--- src/rtl/bin_to_bcd_digits.sv ---
// Sequential binary-to-BCD converter (double dabble, one input bit per clock).
// Optional leading-zero flags are built when LEADING_ZERO_BLANK_EN is defined.
module bin_to_bcd_digits #(
    parameter int IN_WIDTH = 8,
    parameter int DIGITS   = 3
) (
    input  logic                  clk,
    input  logic                  rst_n,
    input  logic                  start,
    input  logic [IN_WIDTH-1:0]   bin_in,
    output logic                  busy,
    output logic                  done,
    output logic [4*DIGITS-1:0]   bcd_out,
    output logic                  overflow,
    output logic [DIGITS-1:0]     blank
);

    localparam int BW = 4 * DIGITS;
    localparam int CW = (IN_WIDTH > 1) ? $clog2(IN_WIDTH) : 1;
    localparam logic [CW-1:0] LAST_CNT = CW'(IN_WIDTH - 1);

    generate
        if (IN_WIDTH < 1 || DIGITS < 1) begin : g_bad_param
            $error("bin_to_bcd_digits: IN_WIDTH and DIGITS must both be at least 1");
        end
    endgenerate

    typedef enum logic {
        IDLE  = 1'b0,
        SHIFT = 1'b1
    } state_t;

    state_t                state;
    logic [IN_WIDTH-1:0]   shreg;
    logic [BW-1:0]         scratch;
    logic [CW-1:0]         cnt;
    logic                  sticky;

    logic [BW-1:0]         adj;
    logic [BW-1:0]         scratch_nxt;
    logic [IN_WIDTH-1:0]   shreg_nxt;
    logic                  top_bit;
    logic                  last;

    // Add-3 is a plain 4-bit add per nibble; a nibble >= 5 never exceeds 12,
    // so no carry ever crosses into the next digit.
    always_comb begin
        adj = '0;
        for (int i = 0; i < DIGITS; i++) begin
            if (scratch[4*i +: 4] >= 4'd5) begin
                adj[4*i +: 4] = scratch[4*i +: 4] + 4'd3;
            end else begin
                adj[4*i +: 4] = scratch[4*i +: 4];
            end
        end
    end

    always_comb begin
        top_bit     = adj[BW-1];
        scratch_nxt = {adj[BW-2:0], shreg[IN_WIDTH-1]};
        shreg_nxt   = shreg << 1;
        last        = (cnt == LAST_CNT);
    end

    always_ff @(posedge clk or negedge rst_n) begin
        if (!rst_n) begin
            state    <= IDLE;
            shreg    <= '0;
            scratch  <= '0;
            cnt      <= '0;
            sticky   <= 1'b0;
            busy     <= 1'b0;
            done     <= 1'b0;
            bcd_out  <= '0;
            overflow <= 1'b0;
        end else begin
            done <= 1'b0;
            case (state)
                IDLE: begin
                    if (start) begin
                        shreg   <= bin_in;
                        scratch <= '0;
                        cnt     <= '0;
                        sticky  <= 1'b0;
                        busy    <= 1'b1;
                        state   <= SHIFT;
                    end
                end
                SHIFT: begin
                    scratch <= scratch_nxt;
                    shreg   <= shreg_nxt;
                    cnt     <= cnt + 1'b1;
                    sticky  <= sticky | top_bit;
                    if (last) begin
                        // Results publish on the final shift edge, so the
                        // done cycle is already idle and can accept a new start.
                        bcd_out  <= scratch_nxt;
                        overflow <= sticky | top_bit;
                        done     <= 1'b1;
                        busy     <= 1'b0;
                        state    <= IDLE;
                    end
                end
                default: begin
                    busy  <= 1'b0;
                    state <= IDLE;
                end
            endcase
        end
    end

`ifdef LEADING_ZERO_BLANK_EN
    logic [DIGITS-1:0] blank_nxt;
    logic              higher_zero;

    // Digit 0 is never flagged so that a value of zero still shows one "0".
    always_comb begin
        blank_nxt   = '0;
        higher_zero = 1'b1;
        for (int i = DIGITS - 1; i >= 1; i--) begin
            higher_zero  = higher_zero & (scratch_nxt[4*i +: 4] == 4'd0);
            blank_nxt[i] = higher_zero;
        end
    end

    always_ff @(posedge clk or negedge rst_n) begin
        if (!rst_n) begin
            blank <= '0;
        end else if (state == SHIFT && last) begin
            blank <= blank_nxt;
        end
    end
`else
    assign blank = '0;
`endif

endmodule

--- config.mk ---
export PLATFORM = sky130hd
export DESIGN_NAME = bin_to_bcd_digits
export DESIGN_NICKNAME = d
export VERILOG_FILES = /design/src/rtl/bin_to_bcd_digits.sv
export SDC_FILE = /design/constraint.sdc
export NUM_CORES = 1
export LEC_CHECK = 0
export ABC_AREA = 1
export BUFFER_PORTS_ARGS = -buffer_cell sky130_fd_sc_hd__buf_2
export CELL_PAD_IN_SITES_DETAIL_PLACEMENT = 0
export CELL_PAD_IN_SITES_GLOBAL_PLACEMENT = 1
export CORE_AREA = 2 2 78 95
export CTS_BUF_LIST = sky130_fd_sc_hd__clkbuf_4 sky130_fd_sc_hd__clkbuf_8 sky130_fd_sc_hd__clkbuf_16
export CTS_CLUSTER_SIZE = 12
export DETAILED_ROUTE_END_ITERATION = 8
export DIE_AREA = 0 0 80 97
export GPL_ROUTABILITY_DRIVEN = 0
export PLACE_DENSITY_LB_ADDON = 0.1
export SETUP_SLACK_MARGIN = 0.1
export SLEW_MARGIN = 20
export SYNTH_ARGS = -nofsm -noshare
export SYNTH_HDL_FRONTEND = slang
export SYNTH_SLANG_ARGS = --single-unit
export TNS_END_PERCENT = 1
--- constraint.sdc ---
create_clock -name clk -period 2 [get_ports clk]
set_input_delay 0.2 -clock clk [delete_from_list [all_inputs] [get_ports clk]]
set_output_delay 0.2 -clock clk [all_outputs]
set_load 0.02 [all_outputs]
# After elaboration in Yosys (flattened, before gate mapping)
# Cells that the tools add are included.
# op_classes
n_reduce_logical	2
n_eq_ne	3
mux	19
bitwise_logic	2
add_sub_neg	4
magnitude_cmp	3
# op_table
cell	count
$pmux 12 s2	1
$pmux 8 s2	1
$add 4x2->4 const B	3
$ge 4x3->1 const B	3
$mux 12	1
$mux 4	3
$mux 8	1
$mux 1	7
$pmux 1 s2	3
$pmux 3 s2	1
$reduce_and 2->1	2
$add 3x1->3 const B	1
$eq 3x3->1 const B	1
$mux 3	1
$ne 2x1->1 const B	1
$ne 2x2->1 const B	1
$not 1->1	1
$or 1x1->1	1
# word_totals
word_cells	42
in_bits	11
reg_bits	40
output_inout_bits	18

# Logic depth before layout (Yosys ltp)
# Gate-level depths: netlist of the first run.
# depth
depth_word	4
ltp_mapped	10
mapped_depth_nobuf	10

# Least setup slack after synthesis of the first run
# Ideal clock, no wire load.
# synth_path
kind	register to register
startpoint	register cnt[0]
endpoint	register bcd_out[8]
n_path_buf	1
setup_slack_ns	0.729
t_arrival_ns	1.154
setup_time_ns	0.118
period_less_slack_ns	1.271
path_stages_with_launch	8
required_ns	1.882
cell_sequence	dfrtp_1 ha_1 ha_1 nand2_2 inv_2 buf_6 nand3_1 nand2_1
# synth_between
elab_chain_cells	2
# synth_lines
element	line_no	source
start, declared	36	logic [CW-1:0] cnt;
start signal, assigned	92	cnt <= cnt + 1'b1;
$eq 3x3->1	62	last = (cnt == LAST_CNT);
$reduce_and 2->1 (no source line)	--	
end signal, assigned	97	bcd_out <= scratch_nxt;
end, declared	13	output logic [4*DIGITS-1:0] bcd_out,
# Every way passes these cells.
# A chain may end at the register's enable or synchronous reset.

# Worst setup path after layout of the first run
# layout_path
startpoint	register scratch[4]
endpoint	register bcd_out[5]
# layout_between
elab_chain_cells	2
word_cells_on_any_way	3
# layout_lines
element	line_no	source
start, declared	35	logic [BW-1:0] scratch;
start signal, assigned	90	scratch <= scratch_nxt;
$add 4x2->4 or $ge 4x3->1 (tied branches)	51, 50	
$mux 4 *	50	if (scratch[4*i +: 4] >= 4'd5) begin
# Mark *: on every way between the ends. The rest lies on a longest branch, timed or not.

==> results of run 1 <==
==> final cells by class <==
cell class              instances  area (sq um)  share of cell area (%)
clock inverters                 1         5.005                  0.2281
flip-flops and latches         40          1001                   45.61
well taps                      87         108.9                   4.960
clock buffers                   6         76.32                   3.478
inverters                      21         78.83                   3.592
multi-input cells             152         752.0                   34.26
repair buffers                 31         172.7                   7.868
==> synthesized netlist by cell type (all sizes together) <==
master  count  area [sq um]
nand2      79         299.0
o211ai      3         22.52
buf         8         62.56
nor3        1         5.000
inv        21         78.83
a22o        2         17.52
ha          8         100.1
nor2        6         37.53
o21ai      16         83.83
conb        1         3.750
a21oi       4         20.02
dfrtp      40          1001
o22ai       4         25.02
nand3      26         130.1
==> worst reg2reg max path, cell delays in order, from the launching register on <==
cell and delay (ns):
dfrtp_1 0.43, inv_1 0.13, ha_1 0.18, inv_1 0.06
o21ai_1 0.19, nand2_1 0.16, nand2_1 0.11, nand3_1 0.08
nand2_1 0.07
==> state kept, by name, summed over array words and instances, names as in the netlist <==
| register | flops |
|---|---|
| done | 1 |
| busy | 1 |
| bcd_out | 12 |
| sticky | 1 |
| state | 1 |
| scratch | 12 |
| shreg | 8 |
| overflow | 1 |
| cnt | 3 |
==> power breakdown <==
group / switching, mW / total [mW] / leakage, nW / internal [mW]
Combinational: 1.13 / 1.75 / 0.598 / 0.623
Sequential: 0.248 / 1.43 / 0.500 / 1.18
Clock: 0.265 / 0.515 / 0.0445 / 0.251
==> cells by family (layout without fill, tap and decap cells) <==
kind of cell / count (synthesis) / in the layout / synth area share [%]
buffers and inverters: 29 / 59 / 7.494
and+or+nand+nor: 112 / 112 / 25.00
DFF: 40 / 40 / 53.05
AOI/OAI and AO/OA: 29 / 29 / 8.952
adders and majority gates: 8 / 8 / 5.305
other: 1 / 3 / 0.1987
==> through the flow <==
stage	util, %	power [mW]	instances
after global routing	32.41	4.100	338
final	32.41	3.699	338
after detailed placement	31.06	3.246	330
after floorplan	-	2.707	221
after CTS	32.41	3.793	338
after global placement	31.06	3.260	330
==> routing by layer <==
layer | share of wire (%) | up-vias | GRT usage [%] | routed length [um]
met3 | 2.7 | 6 | 2.705 | 118
met4 | 1.6 | 0 | 4.694 | 71
met2 | 51 | 16 | 20.77 | 2263
li1 | - | 759 | - | -
met1 | 44 | 706 | 15.62 | 1965
met5 | 0 | - | 0 | 0
==> worst max path at each step <==
| stage | startpoint | to | slack, ns | cells after the start |
|---|---|---|---|---|
| CTS | scratch[4] | bcd_out[5] | 0.53 | 8 |
| detailed placement | scratch[4] | bcd_out[5] | 0.54 | 8 |
| finish | scratch[4] | bcd_out[5] | 0.56 | 8 |
| global route | scratch[0] | scratch[4] | 0.39 | 7 |
| global placement | scratch[4] | bcd_out[5] | 0.53 | 8 |
| floorplan | cnt[0] | bcd_out[8] | 0.73 | 7 |
==> metrics.cfg, run 1 <==
[clocking]
clk_path_buf_depth = 2
cts_made_buffers = 5
cts.sinks = 40
cts_hold_buf = 1
path_clk_slew_ns = 0.08
clkLatencyLatePin_ns = 0.29
cts_setup_buffers = 0
cts_resized = 0
cts_tree = yes
h-tree-depth = 2
cts_root_buffer = clkbuf_8

[sta]
finalWorstPathRequiredPeriod_ns = 1.442
slew_violations = 0
whs_ns = 0.1226
finalCritPeriodShare_pct = 72.10
rsz0062_at_grt = no
tns_ns = 0
fmax_mhz = 693.5
tightestPinTransition_ns = 0.5206
finalSetupViolCount = 0
hold_viol = 0
setup_ws_ns = 0.5581
relSlewSlack_pct = 65.29
worst_clock_skew_ns = 0.01002

[global_route]
antenna_found_initial = 0
grt_first_pass_wirelength_um = 7479
gr-total-overflow = 0
grt_max_degree = 41
gr-usage-all-layers_pct = 12.48
grt_pass1_vias = 1528

[setup_path]
worstPathRequired_ns = 2.23
crit_top_cell = nand2_1
worstSetupPathType = register to register
timing.rr.start = scratch[4]
cp_data_arrival_time_ns = 1.67
critical_path_peak_fanout = 5
cp-end-kind = register
critPathBufInv = 2
r2r_cells = 8
r2r_end = bcd_out[5]
cp-start-kind = register
critPathMaxStageDelay_ns = 0.43
cp_slowest_cell = dfrtp_1
critPathTopFamily = flip-flops
crit_chain = inv_1, ha_1, inv_1, o21ai_1, nand2_1, nand2_1, nand3_1, nand2_1
rrSetupSlack_ns = 0.56

[place]
dp_hpwl_um = 3239
pre_cts_ws_ns = 0.5371
port_buffers = 25
place_area_sq_mm = 0.002103

[pwr]
power_density_mw_per_mm2 = 1685
cellLeakagePower_nw = 1.142
peakVddDrop_v = 0.0003870

[floorplanning]
die_area_sq_mm = 0.007760
io-pin-count = 29
dieHeight_um = 97
rows = 33
start_util_pct = 27.86
die_w_um = 80
core_sq_mm = 0.006771

[detailed_routing]
drc_errors = 0
routedWlPerCell_um = 13.07
vias_per_cell = 4.399
ant_nets = 0
vias = 1487
wl_um = 4419
firstDrtPassIters = 4
drt-initial-drc-count = 58

[synthesis]
synth_seq_area_share_pct = 53.05
ys_ff_latch = 40
synth_area_per_cell_sq_um = 8.616
synthesis.area_sq_mm = 0.001887
netlist_instances = 219
yosysWarnings = 0
synth_cell_type_count = 21

[status]
outcome = finished, final reports clean

[finish]
final_common_cell = nand2_1
drive_gt1_share_pct = 17.13
fill_cells = 746
nNetsFinal = 270
fin_area_sq_mm = 0.002195
antenna_cells = 0
final_cell_mix = 78 x nand2_1, 40 x dfrtp_1, 26 x nand3_1, 25 x buf_2, 19 x inv_1
areaGrowthSynthToFinish_pct = 16.31

[worst_hold_path]
whs_endpoint = shreg[5]
hold_start = bin_in[5]
hp-class = input port to register
min_path_cells = 3

[run]
cap_viol_max_count = 0

Note: power is estimated with default switching activity, not from simulation.
==> inputs of run 2 (changes only) <==
==> constraint.sdc (replaced) <==
create_clock -name clk -period 1.5 [get_ports clk]
set_input_delay 0.15 -clock clk [delete_from_list [all_inputs] [get_ports clk]]
set_output_delay 0.15 -clock clk [all_outputs]
set_load 0.02 [all_outputs]
==> run 2 against run 1 <==
  * Total power is 43% higher
  * Global-route usage fell by 0.27 points
  * Design area increased by 6.3%
  * Worst hold slack got worse by 0.064 ns
  * Routed wire length hardly changed
  * Critical path type unchanged
==> metrics.cfg, run 2 (synthesis gave the netlist of run 1 again) <==
[clocking]
clk_path_buf_depth = 2
path_clk_slew_ns = 0.08
clkLatencyLatePin_ns = 0.29
h-tree-depth = 2
cts_made_buffers = 5
cts_tree = yes
cts_root_buffer = clkbuf_8
cts.sinks = 40

[floorplanning]
die_w_um = 80
rows = 33
dieHeight_um = 97
core_sq_mm = 0.006771
io-pin-count = 29
start_util_pct = 27.86
die_area_sq_mm = 0.007760

[setup_path]
r2r_end = bcd_out[1]
rrSetupSlack_ns = 0.17
r2r_cells = 8
cp_data_arrival_time_ns = 1.56
startpoint = scratch[0]
critical_path_peak_fanout = 5
cp-end-kind = register
timing.rr.start = scratch[0]
cp-start-kind = register
worstPathRequired_ns = 1.74
worstSetupPathType = register to register

[pwr]
cellLeakagePower_nw = 1.193
power_density_mw_per_mm2 = 2267
peakVddDrop_v = 0.0006221
finalPower_mw = 5.290

[detailed_routing]
met1Wirelength_um = 2033
routed-wl-met3_um = 115
vias = 1544
ant_nets = 0
drc_errors = 0
vias_per_cell = 4.475
wl_um = 4415
highest_layer = met4
routed-wl-met2_um = 2197
firstDrtPassIters = 4
drt-initial-drc-count = 69
routedWlPerCell_um = 12.80

[sta]
setup_ws_ns = 0.1726
finalCritPeriodShare_pct = 88.49
rsz0062_at_grt = yes
slew_violations = 0
finalWorstPathRequiredPeriod_ns = 1.327
fmax_mhz = 753.4
hold_viol = 0
finalSetupViolCount = 0
worst_clock_skew_ns = 0.007495
tns_ns = 0

[worst_hold_path]
min_path_cells = 3
whs_endpoint = shreg[6]
hold_start = bin_in[6]
hp-class = input port to register

[run]
cap_viol_max_count = 0

[finish]
final_cell_mix = 74 x nand2_1, 38 x dfrtp_1, 25 x buf_2, 23 x nand3_1, 15 x inv_1
areaGrowthSynthToFinish_pct = 23.67
final_common_cell = nand2_1
fill_cells = 751
nNetsFinal = 276
drive_gt1_share_pct = 25.97
largestRegisters = bcd_out x12, scratch x12, shreg x8
antenna_cells = 0

[global_route]
grt_max_degree = 41
antenna_found_initial = 0
gr-total-overflow = 0
gr-usage-all-layers_pct = 12.22
grt_pass1_vias = 1499
grt_first_pass_wirelength_um = 7307

[status]
outcome = finished, final reports clean

[place]
pre_cts_ws_ns = 0.04286
port_buffers = 25
dp_hpwl_um = 3112

run 2: area by class of cell:
| type | count | area, sq um | area share, % |
|---|---|---|---|
| multi-input cells | 152 | 807.0 | 34.58 |
| well taps | 87 | 108.9 | 4.665 |
| flip-flops and latches | 40 | 1003 | 43.00 |
| clock inverters | 2 | 10.01 | 0.4290 |
| inverters | 21 | 78.83 | 3.378 |
| clock buffers | 6 | 82.58 | 3.539 |
| repair buffers | 37 | 242.7 | 10.40 |
run 2: how the worst max path moves through the flow:
stage | to | cells past startpoint
2_1_floorplan | bcd_out[8] | 7
3_3_place_gp | bcd_out[5] | 8
3_5_place_dp | bcd_out[5] | 8
4_1_cts | scratch[10] | 10
5_1_grt | scratch[9] | 9
6_report | bcd_out[1] | 8
run 2: report_power, final:
part	total (mW)	switching, mW	internal, mW	leakage (nW)
registers	1.94	0.356	1.58	0.497
logic	2.60	1.58	1.02	0.645
clock network	0.757	0.389	0.368	0.0510
total	5.29	2.32	2.97	1.19
run 2: per-layer routing:
layer	track usage, %	vias to the layer above
met5	0	-
met4	4.694	0
met3	3.078	7
met2	19.55	20
met1	15.68	743
li1	-	774
run 2: per-stage QoR:
stage | util, % | instances | instance area (sq um) | hold slack, ns
after floorplan | - | 221 | 1894 | -0.1456
after global placement | 31.36 | 331 | 2123 | 0.1423
after detailed placement | 31.36 | 331 | 2123 | 0.1437
after CTS | 32.95 | 340 | 2231 | 0.04876
after global routing | 34.46 | 345 | 2333 | 0.05363
final | 34.46 | 345 | 2333 | 0.05853
run 2: repair_timing:
item,in CTS,in global routing
pin swaps,1,1
buffers inserted,0,5
hold endpoints to repair,40,0
gates resized for setup,3,17
setup endpoints to repair,6,18
hold buffers,1,0
run 2: critical path, cell delays in order, from the launching register on:
cell     delay (ns)
dfrtp_1        0.43
inv_2          0.12
ha_4           0.14
inv_1          0.06
o21ai_4        0.20
nand2_2        0.08
nand2_1        0.08
nand3_1        0.09
nand2_1        0.07
==> inputs of run 3 (changes only) <==
--- a/config.mk
+++ b/config.mk
@@ -15,7 +15,7 @@
 export DETAILED_ROUTE_END_ITERATION = 8
 export DIE_AREA = 0 0 80 97
 export GPL_ROUTABILITY_DRIVEN = 0
-export PLACE_DENSITY_LB_ADDON = 0.1
+export PLACE_DENSITY = 0.54
 export SETUP_SLACK_MARGIN = 0.1
 export SLEW_MARGIN = 20
 export SYNTH_ARGS = -nofsm -noshare
==> run 3 against run 2 <==
  * First-iteration DRC count is 35% lower
  * Clock skew decreased by 0.0045 ns
  * Clock power increased by 5.8%
  * Global-route usage grew 0.23 points
  * Non-clock buffer count up 6
  * Critical path type unchanged
  * Largest power group unchanged
==> metrics.cfg, run 3 (synthesis gave the netlist of run 1 again) <==
[status]
outcome = finished, final reports clean

[setup_path]
r2r_cells = 8
cp_data_arrival_time_ns = 1.49
cp_slowest_cell = dfrtp_1
worstSetupPathType = register to register
crit_chain = inv_2, ha_4, inv_1, o21ai_2, o21ai_1, buf_4, nand2_1, o21ai_1
rrSetupSlack_ns = 0.19
crit_top_cell = o21ai_1
critPathMaxStageDelay_ns = 0.42
cp-start-kind = register
critical_path_peak_fanout = 4
r2r_end = scratch[4]
cp-end-kind = register
timing.rr.start = scratch[0]
worstPathRequired_ns = 1.68

[clocking]
path_clk_slew_ns = 0.08
h-tree-depth = 2
clkLatencyLatePin_ns = 0.29
cts_tree = yes
cts_made_buffers = 5
cts.sinks = 40
cts_root_buffer = clkbuf_8
clk_path_buf_depth = 2

[worst_hold_path]
min_path_cells = 3
whs_endpoint = shreg[5]
hold_start = bin_in[5]
hp-class = input port to register

[finish]
areaGrowthSynthToFinish_pct = 23.54
final_common_cell = nand2_1
fill_cells = 748
largestRegisters = bcd_out x12, scratch x12, shreg x8
regArea_sq_mm = 0.001001
antenna_cells = 0
nNetsFinal = 282
final_cell_mix = 77 x nand2_1, 40 x dfrtp_1, 26 x nand3_1, 25 x buf_2, 16 x buf_4
multiInputGateArea_sq_um = 775.7
drive_gt1_share_pct = 25.00

[sta]
finalCritPeriodShare_pct = 87.51
relSlewSlack_pct = 64.66
fmax_mhz = 761.8
tightestPinTransition_ns = 0.5301
tns_ns = 0
finalSetupViolCount = 0
worst_clock_skew_ns = 0.003035
rsz0062_at_grt = yes
finalWorstPathRequiredPeriod_ns = 1.313
hold_viol = 0
slew_violations = 0

[floorplanning]
core_sq_mm = 0.006771
die_w_um = 80
io-pin-count = 29
rows = 33
dieHeight_um = 97
die_area_sq_mm = 0.007760
start_util_pct = 27.86

[detailed_routing]
vias_per_cell = 4.419
firstDrtPassIters = 4
drc_errors = 0
ant_nets = 0
drt-initial-drc-count = 45
routedWlPerCell_um = 12.87
vias = 1551
wl_um = 4517

[pwr]
cellLeakagePower_nw = 1.205
peakVddDrop_v = 0.0007186
power_density_mw_per_mm2 = 2298
finalPower_mw = 5.356

[global_route]
gr-total-overflow = 0
grt_pass1_vias = 1573
grt_first_pass_wirelength_um = 7493
grt_max_degree = 41
antenna_found_initial = 0
gr-usage-all-layers_pct = 12.45

[place]
port_buffers = 25
dp_hpwl_um = 3144

[run]
cap_viol_max_count = 0

run 3: critical path: cells and delay by family (launching register included):
family          cells  cell delay, ns
flops               1            0.42
compound gates      3            0.33
buf+inv             3            0.28
fa+ha+maj           1            0.14
simple gates        1            0.05
run 3: repair_timing:
item | 4_1_cts | 5_1_grt
hold buffers | 1 | 0
endpoints found under the setup margin | 6 | 16
endpoints found under the hold margin | 40 | 0
gates resized for setup | 1 | 15
buffers inserted | 0 | 5
pin swaps | 1 | 2
run 3: worst max path at each step:
stage                    start          to  slack (ns)  cells after the start
global placement    scratch[4]  bcd_out[5]        0.03                      8
global route        scratch[5]  bcd_out[5]        0.06                      8
floorplan               cnt[0]  bcd_out[8]        0.23                      7
CTS                 scratch[4]  bcd_out[5]        0.10                      8
detailed placement  scratch[4]  bcd_out[5]        0.09                      8
finish              scratch[0]  scratch[4]        0.19                      8
run 3: layer usage:
layer	routed length, um	track usage [%]
met5	0	0
met4	76	4.302
met3	198	3.451
met2	2120	19.68
met1	2121	16.22
run 3: layout make-up:
| class | instances | area share (%) |
|---|---|---|
| Sequential cell | 40 | 42.94 |
| Multi-Input combinational cell | 152 | 33.28 |
| Timing Repair Buffer | 43 | 11.43 |
| Tap cell | 87 | 4.670 |
| Clock buffer | 8 | 4.187 |
| Inverter | 21 | 3.489 |
run 3: where the power goes:
part | total, mW | switching, mW | internal (mW)
Sequential | 1.91 | 0.335 | 1.58
Clock | 0.801 | 0.389 | 0.412
Combinational | 2.64 | 1.59 | 1.06
Total | 5.36 | 2.31 | 3.04
run 3: per-stage QoR:
| stage | worst slack [ns] | hold WS (ns) | instances | utilization, % | instance area, sq um |
|---|---|---|---|---|---|
| 2_1_floorplan | 0.2287 | -0.1456 | 221 | - | 1894 |
| 3_3_place_gp | 0.03007 | 0.2527 | 337 | 31.84 | 2156 |
| 3_5_place_dp | 0.08624 | 0.2591 | 337 | 31.84 | 2156 |
| 4_1_cts | 0.1024 | 0.04964 | 346 | 33.48 | 2267 |
| 5_1_grt | 0.05569 | 0.05384 | 351 | 34.42 | 2331 |
| 6_report | 0.1874 | 0.05808 | 351 | 34.42 | 2331 |
